## config.mk

```make
export PLATFORM = sky130hd
export DESIGN_NAME = tt_sweep_seq
export DESIGN_NICKNAME = d
export VERILOG_FILES = /design/src/rtl/tt_sweep_seq.sv
export SDC_FILE = /design/constraint.sdc
export NUM_CORES = 1
export LEC_CHECK = 0
export ABC_AREA = 1
export CORE_AREA = 2 2 39 41
export DETAILED_ROUTE_END_ITERATION = 10
export DIE_AREA = 0 0 41 43
export PLACE_DENSITY = 0.75
export SLEW_MARGIN = 20
export SYNTH_ARGS = -nofsm -noshare
export SYNTH_HDL_FRONTEND = slang
export SYNTH_SLANG_ARGS = --single-unit
```

## constraint.sdc

```tcl
create_clock -name clk -period 3.41 [get_ports clk]
set_clock_uncertainty 0.15 [all_clocks]
set_input_delay 0.341 -clock clk [delete_from_list [all_inputs] [get_ports clk]]
set_output_delay 0.341 -clock clk [all_outputs]
set_load 0.02 [all_outputs]
```

## src/rtl/tt_sweep_seq.sv

```systemverilog
// Vector sequencer: index counter, settle countdown and index-to-vector coding.
// TT_SWEEP_GRAY_EN selects Gray-coded vector order instead of binary.
module tt_sweep_seq #(
    parameter int N_IN   = 4,
    parameter int SETTLE = 1
) (
    input  logic            clk,
    input  logic            rst,
    input  logic            init,
    input  logic            adv,
    input  logic            dec,
    output logic [N_IN-1:0] vec,
    output logic            settled,
    output logic            last
);

    localparam logic [N_IN-1:0] ONE        = 1;
    localparam logic [7:0]      SETTLE_CNT = 8'(SETTLE);

    logic [N_IN-1:0] idx, idxNext;
    logic [7:0]      cnt;

    function automatic logic [N_IN-1:0] code(input logic [N_IN-1:0] i);
`ifdef TT_SWEEP_GRAY_EN
        return i ^ (i >> 1);
`else
        return i;
`endif
    endfunction

    assign idxNext = idx + ONE;
    assign settled = (cnt == 8'd0);
    assign last    = &idx;

    always_ff @(posedge clk or posedge rst) begin
        if (rst) begin
            idx <= '0;
            vec <= '0;
            cnt <= '0;
        end else if (init) begin
            idx <= '0;
            vec <= code('0);
            cnt <= SETTLE_CNT;
        end else if (adv) begin
            idx <= idxNext;
            vec <= code(idxNext);
            cnt <= SETTLE_CNT;
        end else if (dec) begin
            cnt <= cnt - 8'd1;
        end
    end

endmodule

```

==> results_dict.tcl, run 1 <==
set metrics [dict create \
    place_congestion 0.712 \
    swShare_pct 25.7 \
    switchingPower_uw 79.1 \
    clockRootBuffer "clkbuf_4" \
    p_leak_uw 0.000378 \
    critical-path-max-stage-delay_ps 640 \
    grt_first_pass_wirelength_um 2270 \
    synth_seq_area_share_pct 45.2 \
    pwr-share-seq_pct 48.7 \
    grt_max_degree 13 \
    fp.dieArea_mm2 0.00176 \
    wl_um 1220 \
    slowest_stage "clkdlybuf4s50_1" \
    path_buf_inv 1 \
    crit_chain "or2_1, nor4_1, clkdlybuf4s50_1" \
    drt_iter0_drc 6 \
    synth_seq_cells 12 \
    fin_cells 115 \
    yosys_warnings 0 \
    finalSetupViolCount 0 \
    dp_hpwl_um 915 \
    crit_start "cnt[3]" \
    dr.pass1.iters 3 \
    antennaDiodeCount 0 \
    core_mm2 0.00138 \
    cts_htree_levels 1 \
    grt_usage_pct 19.0 \
    drv_cap 0 \
    powerDensity_mw_per_mm2 375 \
    fin_util_pct 59.3 \
    fin_tns_setup_ps 0 \
    hp-class "input port to asynchronous set/reset pin" \
    ctsHoldBuffers 0 \
    peakVddDrop_mv 0.274 \
    fin_area_um2 821 \
    drc_errors 0 \
    synth.distinct_cells 18 \
    n_fill_cell 131 \
    cp_max_fo 4 \
    start_kind "flip-flop" \
    regArea_um2 300 \
    timing.fmax_mhz 430 \
    p_int_uw 229 \
    layout-drive-gt1-share_pct 13.1 \
    arrival_ps 1830 \
    syn_area_um2 664 \
    finalCritPeriodShare_pct 68.2 \
    die-height_um 43 \
    status "complete, no violations" \
    grt_antenna_before_repair 0 \
    tightest_slew_ps 456 \
    multiInputGateArea_um2 312 \
    cts_resized 0 \
    placed_cells 111 \
    syn_avg_cell_area_um2 7.82 \
    p_clk_share_pct 37.4 \
    cp_data_required_time_ps 2920 \
    synth.net_count 93 \
    cts.sinks 12 \
    syn2layout_area_growth_pct 23.5 \
    die_w_um 41 \
    postRouteAntennaNets 0 \
    rsz0062_at_grt "no" \
    io_pins 11 \
    cp-end-kind "output pin" \
    crit_type "flip-flop to output pin" \
    path_delay_family "buffers and inverters" \
    grt_pass1_vias 574 \
    rows 14 \
    cts_buffers 3 \
    synthCells 85 \
    relSlewSlack_pct 69.5 \
    slew_viol_final 0 \
    hold_viol 0 \
    comb_power_share_pct 13.8 \
    clock_path_buffers 2 \
    postCtsSetupRepairBufs 0 \
    period_minus_slack_ps 2330 \
    via_count 561 \
    insertion_delay_ps 280 \
    cts_tree "yes" \
    initial_utilization_pct 48.0 \
    cts.reportedPaths.clkPinSlew_ps 80 \
    finalNetCount 108 \
    post_drt_wl_per_cell_um 10.6 \
    place_area_um2 785 \
    port_buffers 10 \
    gr-total-overflow 0 \
    timing.rr.start "cnt[0]" \
    viasPerCell 4.88 \
]
cell usage after synthesis:
cell      count  area share, %
inv_2         1           0.56
nor2_1       15            8.5
nor2_2        3            2.8
nor3_2        1            1.5
dfrtp_1      12             45
nand2_1      14            7.9
ha_1          3            5.7
inv_1        13            7.3
or2_1         1           0.94
nor3_1        1           0.75
o21ai_0       5            3.8
nand2_2       2            1.9
nor2_4        1            1.7
nand4_2       1            1.9
a211oi_1      1            1.1
a21oi_1       6            4.5
nor4_1        1           0.94
nand3_1       4            3.0
area by class of cell:
cell class	count	area share, %
multi-input combinational	59	38.0
sequential	12	36.6
timing repair buffer	10	12.2
inverter	14	6.40
clock buffer	4	4.42
tap	16	2.44
state kept, by name, summed over array words and instances (netlist names):
register	flops
cnt	8
idx	4
path summary, 6_finish.rpt:
path,end,slack [ps],cells after the start
max in group asynchronous,idx[3],2570,2
max,settled,1080,3
min reg2reg,cnt[7],390,2
max reg2reg,cnt[6],2120,8
min in group clk,cnt[7],390,2
min,cnt[3],220,2
worst register-to-register path, cell delays in order, from the launching register on:
cell	delay [ps]
dfrtp_1	360
inv_1	110
ha_1	200
nand2_2	80
inv_2	60
nand4_2	70
nand2_1	70
nand2_1	50
nor2_1	80
metal layers:
metal  track usage [%]  vias up  part of all wire [%]  routed length (µm)
li1                  -      296                     -                   -
met1              24.7      253                    45                 555
met2              28.7        8                    50                 609
met3              3.14        4                   2.9                  35
met4              10.0        0                   1.6                  19
met5                 0        -                     0                   0
through the flow:
step                      worst slack [ps]  power [µW]  hold WS [ps]
after floorplan                       1590         178          55.7
after global placement                1420         195           377
after detailed placement              1390         195           381
after CTS                             1080         310           240
after global routing                   967         324           267
final                                 1080         308           222
power groups by stage:
stage | Clock (µW) | Combinational, µW | Sequential [µW]
after floorplan | 0 | 23.1 | 155
after global placement | 0 | 41.9 | 153
after detailed placement | 0 | 42.5 | 153
after CTS | 117 | 43.2 | 150
after global routing | 124 | 49.1 | 151
final | 115 | 42.5 | 150
cell families after synthesis:
| group | synth area share (%) |
|---|---|
| simple gates | 31.8 |
| flops | 45.2 |
| buf+inv | 7.91 |
| fa+ha+maj | 5.65 |
| compound gates | 9.42 |
layout by cell type (no fill, tap or decap):
cell / Yosys / final
o21ai_0: 5 / 5
nor4_1: 1 / 1
nor2_1: 15 / 15
clkdlybuf4s50_1: 0 / 10
a211oi_1: 1 / 1
nand2_2: 2 / 2
dfrtp_1: 12 / 12
nor2_4: 1 / 1
nor3_1: 1 / 1
clkbuf_4: 0 / 3
inv_2: 1 / 1
nand4_2: 1 / 1
a21oi_1: 6 / 6
nand3_1: 4 / 4
nand2_1: 14 / 14
or2_1: 1 / 1
ha_1: 3 / 3
nor3_2: 1 / 1
clkbuf_8: 0 / 1
inv_1: 13 / 13
nor2_2: 3 / 3
(Power assumes the default switching activity.)
==> run 2: changes to the inputs <==
--- a/config.mk
+++ b/config.mk
@@ -6,10 +6,10 @@
 export NUM_CORES = 1
 export LEC_CHECK = 0
 export ABC_AREA = 1
-export CORE_AREA = 2 2 39 41
+export CORE_MARGIN = 1
+export CORE_UTILIZATION = 45
 export DETAILED_ROUTE_END_ITERATION = 10
-export DIE_AREA = 0 0 41 43
-export PLACE_DENSITY = 0.75
+export PLACE_DENSITY = 0.72
 export SLEW_MARGIN = 20
 export SYNTH_ARGS = -nofsm -noshare
 export SYNTH_HDL_FRONTEND = slang
==> constraint.sdc (replaced) <==
create_clock -name clk -period 2.01 [get_ports clk]
set_clock_uncertainty 0.15 [all_clocks]
set_input_delay 0.201 -clock clk [delete_from_list [all_inputs] [get_ports clk]]
set_output_delay 0.201 -clock clk [all_outputs]
set_load 0.02 [all_outputs]
==> run 2 against run 1 <==
Against the previous run:
- sequential share of layout area stayed put
- first-iteration DRC count is 130% higher
- non-clock buffer count stayed put
- clock power is 70% higher
- clock-buffer cell count stayed put
- register-to-register slack worse by 1400 ps
- combinational power is 66% higher
- final area stayed put
- critical path depth stayed put
- setup slack worse by 940 ps
- via count is 1.2% lower
- utilization is 2.2 points higher
- critical path type unchanged
- largest power group unchanged
- highest routed layer unchanged
==> results_dict.tcl, run 2 (same netlist as run 1, synthesis figures left out) <==
set metrics [dict create \
    period_minus_slack_ps 1870 \
    cts.sinks 12 \
    regArea_um2 300 \
    arrival_ps 1520 \
    cp_data_required_time_ps 1660 \
    rows 13 \
    wl_um 1230 \
    grt_pass1_vias 447 \
    reg_top3 "cnt: 8 flops, idx: 4 flops" \
    finalNetCount 108 \
    cts_tree "yes" \
    relSlewSlack_pct 70.0 \
    slew_viol_final 0 \
    status "complete, no violations" \
    placed_cells 110 \
    reg2reg_depth 7 \
    port_buffers 10 \
    drc_errors 0 \
    clock_path_buffers 2 \
    hp-class "input port to asynchronous set/reset pin" \
    grt_antenna_before_repair 0 \
    rr_endpoint "cnt[4]" \
    drv_cap 0 \
    path_buf_inv 1 \
    cts_buffers 3 \
    fin_util_pct 61.5 \
    dr.pass1.iters 4 \
    crit_chain "or2_1, nor4_1, dlygate4sd2_1" \
    finalSetupViolCount 0 \
    slowest_stage "dfrtp_1" \
    final_common_cell "nor2_1" \
    clockRootBuffer "clkbuf_4" \
    initial_utilization_pct 49.8 \
    finalCritPeriodShare_pct 93.0 \
    place_area_um2 783 \
    peakVddDrop_mv 0.435 \
    rsz0062_at_grt "no" \
    fin_tns_setup_ps 0 \
    postRouteAntennaNets 0 \
    insertion_delay_ps 270 \
    cts.reportedPaths.clkPinSlew_ps 80 \
    path_delay_family "simple AND/OR/NAND/NOR gates" \
    cts_htree_levels 1 \
    syn2layout_area_growth_pct 23.5 \
    place_congestion 0.751 \
    post_drt_wl_per_cell_um 10.8 \
    cp_max_fo 4 \
    critPathCapture "settled" \
    timing.fmax_mhz 535 \
    layout-drive-gt1-share_pct 13.1 \
    timing.rr.start "cnt[0]" \
    top_register "cnt" \
    die-height_um 40.4 \
    die_w_um 40.4 \
    critical-path-max-stage-delay_ps 420 \
    core_mm2 0.00133 \
    hold_viol 0 \
    antennaDiodeCount 0 \
    gr-total-overflow 0 \
    n_fill_cell 120 \
    fin_cells 114 \
    dp_hpwl_um 959 \
    multiInputGateArea_um2 312 \
    crit_type "flip-flop to output pin" \
    cp_num_cells 3 \
    grt_first_pass_wirelength_um 1880 \
    p_leak_uw 0.000401 \
    grt_usage_pct 17.4 \
    start_kind "flip-flop" \
    largest_reg_flops 8 \
    rrSetupSlack_ps 710 \
    crit_start "cnt[3]" \
    postCtsSetupRepairBufs 0 \
    viasPerCell 4.86 \
    tightest_slew_ps 449 \
    fp.dieArea_mm2 0.00163 \
    cp-end-kind "output pin" \
    powerDensity_mw_per_mm2 633 \
    via_count 554 \
    mostFrequentLayoutCells "nor2_1 (15), nand2_1 (14), inv_1 (13)" \
    grt_max_degree 13 \
    drt_iter0_drc 14 \
    io_pins 11 \
    total_power_uw 520 \
    fin_area_um2 821 \
]
==> run 2: changes by cell type in the layout (fill, tap and decap cells not counted), sizes merged <==
cell           previous run  this run
dlymetal6s2s              0         1
clkdlybuf4s50            10         8
dlygate4sd2               0         1
==> run 2: cell type report <==
class / count / share of cell area, %
Clock buffer: 4 / 4.42
Inverter: 14 / 6.40
Timing Repair Buffer: 10 / 12.3
Multi-Input combinational cell: 59 / 38.0
Tap cell: 15 / 2.29
Sequential cell: 12 / 36.6
==> run 2: routing by layer <==
| metal | GRT usage [%] | part of all wire [%] |
|---|---|---|
| met1 | 25.3 | 52 |
| met2 | 24.6 | 45 |
| met3 | 3.33 | 1.9 |
| met4 | 7.50 | 1.1 |
| met5 | 0 | 0 |
==> run 2: worst min path at each step <==
stage / end / cells past startpoint
2_1_floorplan: cnt[0] / 1
3_3_place_gp: cnt[7] / 2
3_5_place_dp: idx[2] / 2
4_1_cts: idx[2] / 2
5_1_grt: cnt[4] / 2
6_report: cnt[4] / 2
==> run 2: worst register-to-register path: stages, from the launching register on <==
cell     delay, ps
dfrtp_1        370
inv_1          120
ha_1           210
inv_1           60
nor2_2         120
nand3_1         70
nand2_1         70
nor2_1          40
==> run 2: what timing repair did <==
item / CTS / global route
hold buffers: 0 / 0
setup endpoints to repair: 1 / 1
resized for setup: 1 / 1
cloned: 0 / 0
==> run 2: power by group <==
group / leakage [µW] / switching [µW] / total, µW / internal, µW
sequential: 0.000161 / 6.00 / 254 / 248
combinational: 0.000219 / 42.3 / 70.5 / 28.2
clock: 0.0000210 / 84.9 / 195 / 110
==> run 2: metrics by stage <==
step | hold WS (ps) | setup slack, ps
2_1_floorplan | -84.3 | 330
3_3_place_gp | 376 | 157
3_5_place_dp | 386 | 127
4_1_cts | 98.6 | 64.1
5_1_grt | 146 | 3.53
6_report | 78.7 | 141
==> variant 1 (flow settings as in run 2) <==
Set the parameter `N_IN` to 8 (it was 4).
--- a/src/rtl/tt_sweep_seq.sv
+++ b/src/rtl/tt_sweep_seq.sv
@@ -3,3 +3,3 @@
 module tt_sweep_seq #(
-    parameter int N_IN   = 4,
+    parameter int N_IN   = 8,
     parameter int SETTLE = 1
Interface: changed (resized vec); port bits go from 11 to 15. No check against the original RTL was run, so the function may have changed too.
==> variant 1 against run 2 <==
Core utilization is 1.3 points lower. Power is 11% higher. Register-to-register slack worse by 110 ps. First-iteration DRC count is 64% higher. Setup slack better by 22 ps. Area after synthesis is 35% higher. Fmax is 1.2% higher. Sequential cell count is 4 higher. Routed wire length is 49% higher. Cell area is 32% higher.
==> variant 1: results (changes against run 2) <==
- The flow ran to the end, and the final reports show no timing, DRC or antenna violations.
- The leakage power is 0.544 nW (+36%).
- The kind of path behind the tightest hold check is in2async.
- The data arrival time of the worst path is 1500 ps (-20 ps).
- The number of nets at the end of the flow came to 149 (+38%).
- The maximum VDD drop is 0.380 mV (-13%).
- The dominant delay contributor by cell family on the critical path is flip-flops.
- The total track usage is 0.206 (+0.0325).
- The post-detailed-route via-to-cell ratio is 4.97 (+2.3%).
- The global-route wire length before repair was 3170 um (+68%).
- CTS placed an instance of sky130_fd_sc_hd__clkbuf_4 at the clock tree root.
- The fraction of the yosys area taken by sequential cells was 0.446 (-0.00567).
- The number of buffers inserted to repair setup after CTS came to 0 (unchanged).
- The number of I/O port buffers was 14 (+4).
- The number of violations reported at the end of detailed-routing iteration 0 was 23 (+9).
- The delay of the slowest cell on the worst path is 390 ps (-30 ps).
- The maximum number of pins on one net before global-route repair is 17 (+4).
- The half-perimeter wire length after placement came to 1410 um (+47%).
- The largest registers in the layout are cnt x8, idx x8.
- The share of post-route cells with drive strength above 1 is 0.0647 (-0.0666).
- The number of filler instances in the final layout was 177 (+48%).
- Clock latency on the worst-skew pair, taken at its later pin, is 280 ps.
- The worst slew slack as a fraction of its limit came to 0.583 (-0.117).
- The number of nets in the synthesized netlist was 130 (+40%).
- The average routed wire per standard cell is 11.2 um (+3.9%).
- The total inserted antenna cells is 0 (unchanged).
- By count the netlist is led by sky130_fd_sc_hd__nand2_1, sky130_fd_sc_hd__nor2_1, sky130_fd_sc_hd__inv_1.
- The number of global-route vias before repair is 758 (+70%).
- After clock tree synthesis, the clock-pin slew on the worst setup and hold paths is 90 ps.
- The deepest level of the CTS H-tree is 1 (unchanged).
- The weighted congestion at the end of routability-driven global placement was 0.775 (+3.2%).
- The number of distinct library cell variants in the gate-level netlist after synthesis is 20 (+2).
- The register area is 400 um^2 (+33%).
- The number of search-and-repair iterations in the first detailed-routing pass is 4 (unchanged).
- By area the synthesized netlist is led by sky130_fd_sc_hd__dfrtp_1, sky130_fd_sc_hd__nand2_1, sky130_fd_sc_hd__nor2_1.
==> variant 1: area by class of cell <==
cell class	instances	share of cell area
clock buffers	3	0.0208
inverters	20	0.0692
repair buffers	15	0.134
multi-input cells	85	0.378
flip-flops and latches	16	0.369
well taps	25	0.0288
==> variant 1: metal layers <==
layer | part of all wire | GRT usage | wire, um | vias up
met5 | 0 | 0 | 0 | -
met4 | 0.010 | 0.0629 | 19 | 0
met3 | 0.051 | 0.0392 | 93 | 4
met2 | 0.47 | 0.322 | 869 | 24
met1 | 0.46 | 0.287 | 853 | 372
li1 | - | - | - | 415
==> variant 1: cells by family (layout without fill, tap and decap cells) <==
logic type                 Yosys count  after routing  synth area share
AOI/OAI and AO/OA                   12             12            0.0697
and+or+nand+nor                     69             69             0.336
buffers and inverters               21             38            0.0962
adders and majority gates            3              3            0.0418
DFF                                 16             16             0.446
xor gates and xnor gates             1              1           0.00976
==> variant 1: where the power goes <==
part	internal, mW	switching (mW)
Clock	0.0694	0.0931
Sequential	0.329	0.00599
Combinational	0.0321	0.0481
Total	0.431	0.147
==> variant 1: metrics by stage <==
stage / hold slack, ps / setup WS [ps] / cells
2_1_floorplan: -35.3 / 338 / 122
3_3_place_gp: 372 / 200 / 161
3_5_place_dp: 415 / 189 / 161
4_1_cts: 157 / 156 / 164
5_1_grt: 208 / 56.0 / 164
6_report: 140 / 163 / 164
==> variant 1: worst paths after layout <==
| path | end | cells after the start | slack (ps) | start |
|---|---|---|---|---|
| setup / recovery | last | 4 | 160 | idx[1] |
| hold / removal | cnt[7] | 2 | 140 | rst |
| setup reg to reg | cnt[6] | 7 | 600 | cnt[1] |
| hold reg to reg | cnt[7] | 2 | 430 | cnt[7] |
| max in group asynchronous | cnt[0] | 2 | 1170 | rst |
| min in group clk | cnt[7] | 2 | 430 | cnt[7] |
==> variant 1: what timing repair did <==
item                                    CTS  global route
gates resized for setup                   2             0
endpoints found under the hold margin     0             0
endpoints found under the setup margin    2             0
==> variant 2 (settings of run 2) <==
Made on the original files. Register the output `settled`; this adds one clock of latency there. The other outputs are not delayed to match.
--- a/src/rtl/tt_sweep_seq.sv
+++ b/src/rtl/tt_sweep_seq.sv
@@ -31,3 +31,5 @@
     assign idxNext = idx + ONE;
-    assign settled = (cnt == 8'd0);
+    always_ff @(posedge clk) begin
+        settled <= (cnt == 8'd0);
+    end
     assign last    = &idx;
Formal check against the unedited RTL: not equivalent (Yosys sat finds a counterexample within 4 cycles, from zero or initial values and one cycle with rst high).
==> variant 2 against run 2 <==
Cell area grew 1.4%. Clock power decreased by 18%. Area after synthesis increased by 3.0%. Sequential share of layout area increased by 1.9 points. Final cell count grew 0.88%. Setup slack improved by 210 ps. Count of clock-buffer cells in the layout stayed put. Sequential cell count increased by 1. Routed wire length rose by 4.2%. Register-to-register slack about the same. Critical path depth decreased by 2. Power shrank 2.3%. Largest cell class is now registers. Largest power group unchanged.
==> variant 2: results (changes against run 2) <==
- The worst hold-check slack was 95.6 ps (+16.9 ps).
- The fraction of the yosys area taken by sequential cells is 0.468 (+0.0160).
- The delay of the slowest cell on the worst path is 620 ps (+200 ps).
- The buffering overhead is 0.123 (-0.000168).
- The chip width is 41 um (+1.4%).
- The number of filler instances in the final layout is 123 (+2.5%).
- The count of placed standard cells in the final layout, fillers left out is 115 (+0.88%).
- The clock-cell share of area is 0.0316 (-0.0126).
- The number of cells on the worst reg-to-reg path came to 8 (+1).
- The number of distinct library cell variants in the gate-level netlist after synthesis is 19 (+1).
- The share of post-route cells with drive strength above 1 is 0.120 (-0.0113).
- The number of global-route vias before repair is 514 (+15%).
- The worst setup path startpoint is idx[3].
- In this run the worst setup path terminates at vec[3].
- The maximum VDD drop is 0.393 mV (-9.7%).
- The weighted congestion at the end of routability-driven global placement is 0.792 (+5.4%).
- The flop and latch count out of synthesis came to 13 (+1).
- The endpoint identified for the worst register-to-register timing path is cnt[6].
- The leakage power is 0.399 nW (-0.49%).
- The dominant delay contributor by cell family on the critical path is buffers and inverters.
- The met1 usage is 0.257 (+0.00411).
- Sorting the synthesized cells by area gives the leading types as sky130_fd_sc_hd__dfrtp_1, sky130_fd_sc_hd__nor2_1, sky130_fd_sc_hd__nand2_1.
- The slew at the pin with the worst max-slew slack came to 476 ps (+26.9 ps).
- The average routed wire per standard cell is 11.1 um (+3.2%).
- The total track usage is 0.195 (+0.0208).
- The slowest cell on the critical path is sky130_fd_sc_hd__clkdlybuf4s50_1.
- The met3 track demand over resource is 0.0326 (-0.000725).
- The global-route wire length before repair came to 2090 um (+11%).
- The number of nets in the synthesized netlist is 94 (+1.1%).
- Clock tree synthesis selected as its root buffer the cell sky130_fd_sc_hd__clkbuf_4.
- The data arrival time of the worst path was 1300 ps (-220 ps).
- The post-place instance area was 803 um^2 (+2.6%).
- The largest registers in the layout are cnt x8, idx x4, settled x1.
- The met2 track utilization from global routing was 0.301 (+0.0547).
- The maximum clock insertion buffer count is 2 (unchanged).
- Among all cell classes, the greatest summed area belongs to registers.
- The multi-input logic portion of the cell area came to 0.374 (-0.00514).
- The number of violations reported at the end of detailed-routing iteration 0 is 12 (-2).
- The clock period minus final worst setup slack is 1650 ps (-214 ps).
- The count of vias placed by the detailed router is 567 (+2.3%).
- The number of buffers inserted to repair setup after CTS is 0 (unchanged).
- The proportion of register bits with asynchronous set or reset after synthesis was 0.923 (-0.0769).
- The count of pins over their slew limit was 0 (unchanged).
- The register area came to 320 um^2 (+6.7%).
- The total inserted antenna cells is 0 (unchanged).
- The number of nets at the end of the flow is 109 (+0.93%).
- The flow ran to the end, and the final reports show no timing, DRC or antenna violations.
- The setup slack at placement came to 386 ps (+259 ps).
- The synthesized area per cell is 7.96 um^2 (+1.8%).
- The final standard cell area without fillers was 832 um^2 (+1.4%).
- The half-perimeter wire length after placement came to 933 um (-2.8%).
variant 2: logic make-up after synthesis:
kind of cell | after synthesis | share of synthesized area
compound gates | 12 | 0.0914
fa+ha+maj | 3 | 0.0549
buf+inv | 14 | 0.0768
flops | 13 | 0.468
simple gates | 44 | 0.309
variant 2: layer usage:
layer	vias up	wire length, um
met2	10	583
met5	-	0
met3	5	29
met4	0	31
met1	250	633
li1	302	-
variant 2: power by group:
part	internal [mW]	total (mW)	switching, mW
clock	0.0770	0.160	0.0833
combinational	0.0292	0.0727	0.0434
sequential	0.269	0.275	0.00561
variant 2: timing repair:
action	4_1_cts	5_1_grt
hold buffers	0	0
endpoints found under the setup margin	0	1
hold endpoints to repair	0	0
gates resized for setup	0	1
variant 2: worst register-to-register path, delay by kind of cell (launching register included):
kind	cells	cell delay (ps)
adders and majority gates	1	210
buffers and inverters	2	190
and+or+nand+nor	5	340
DFF	1	360
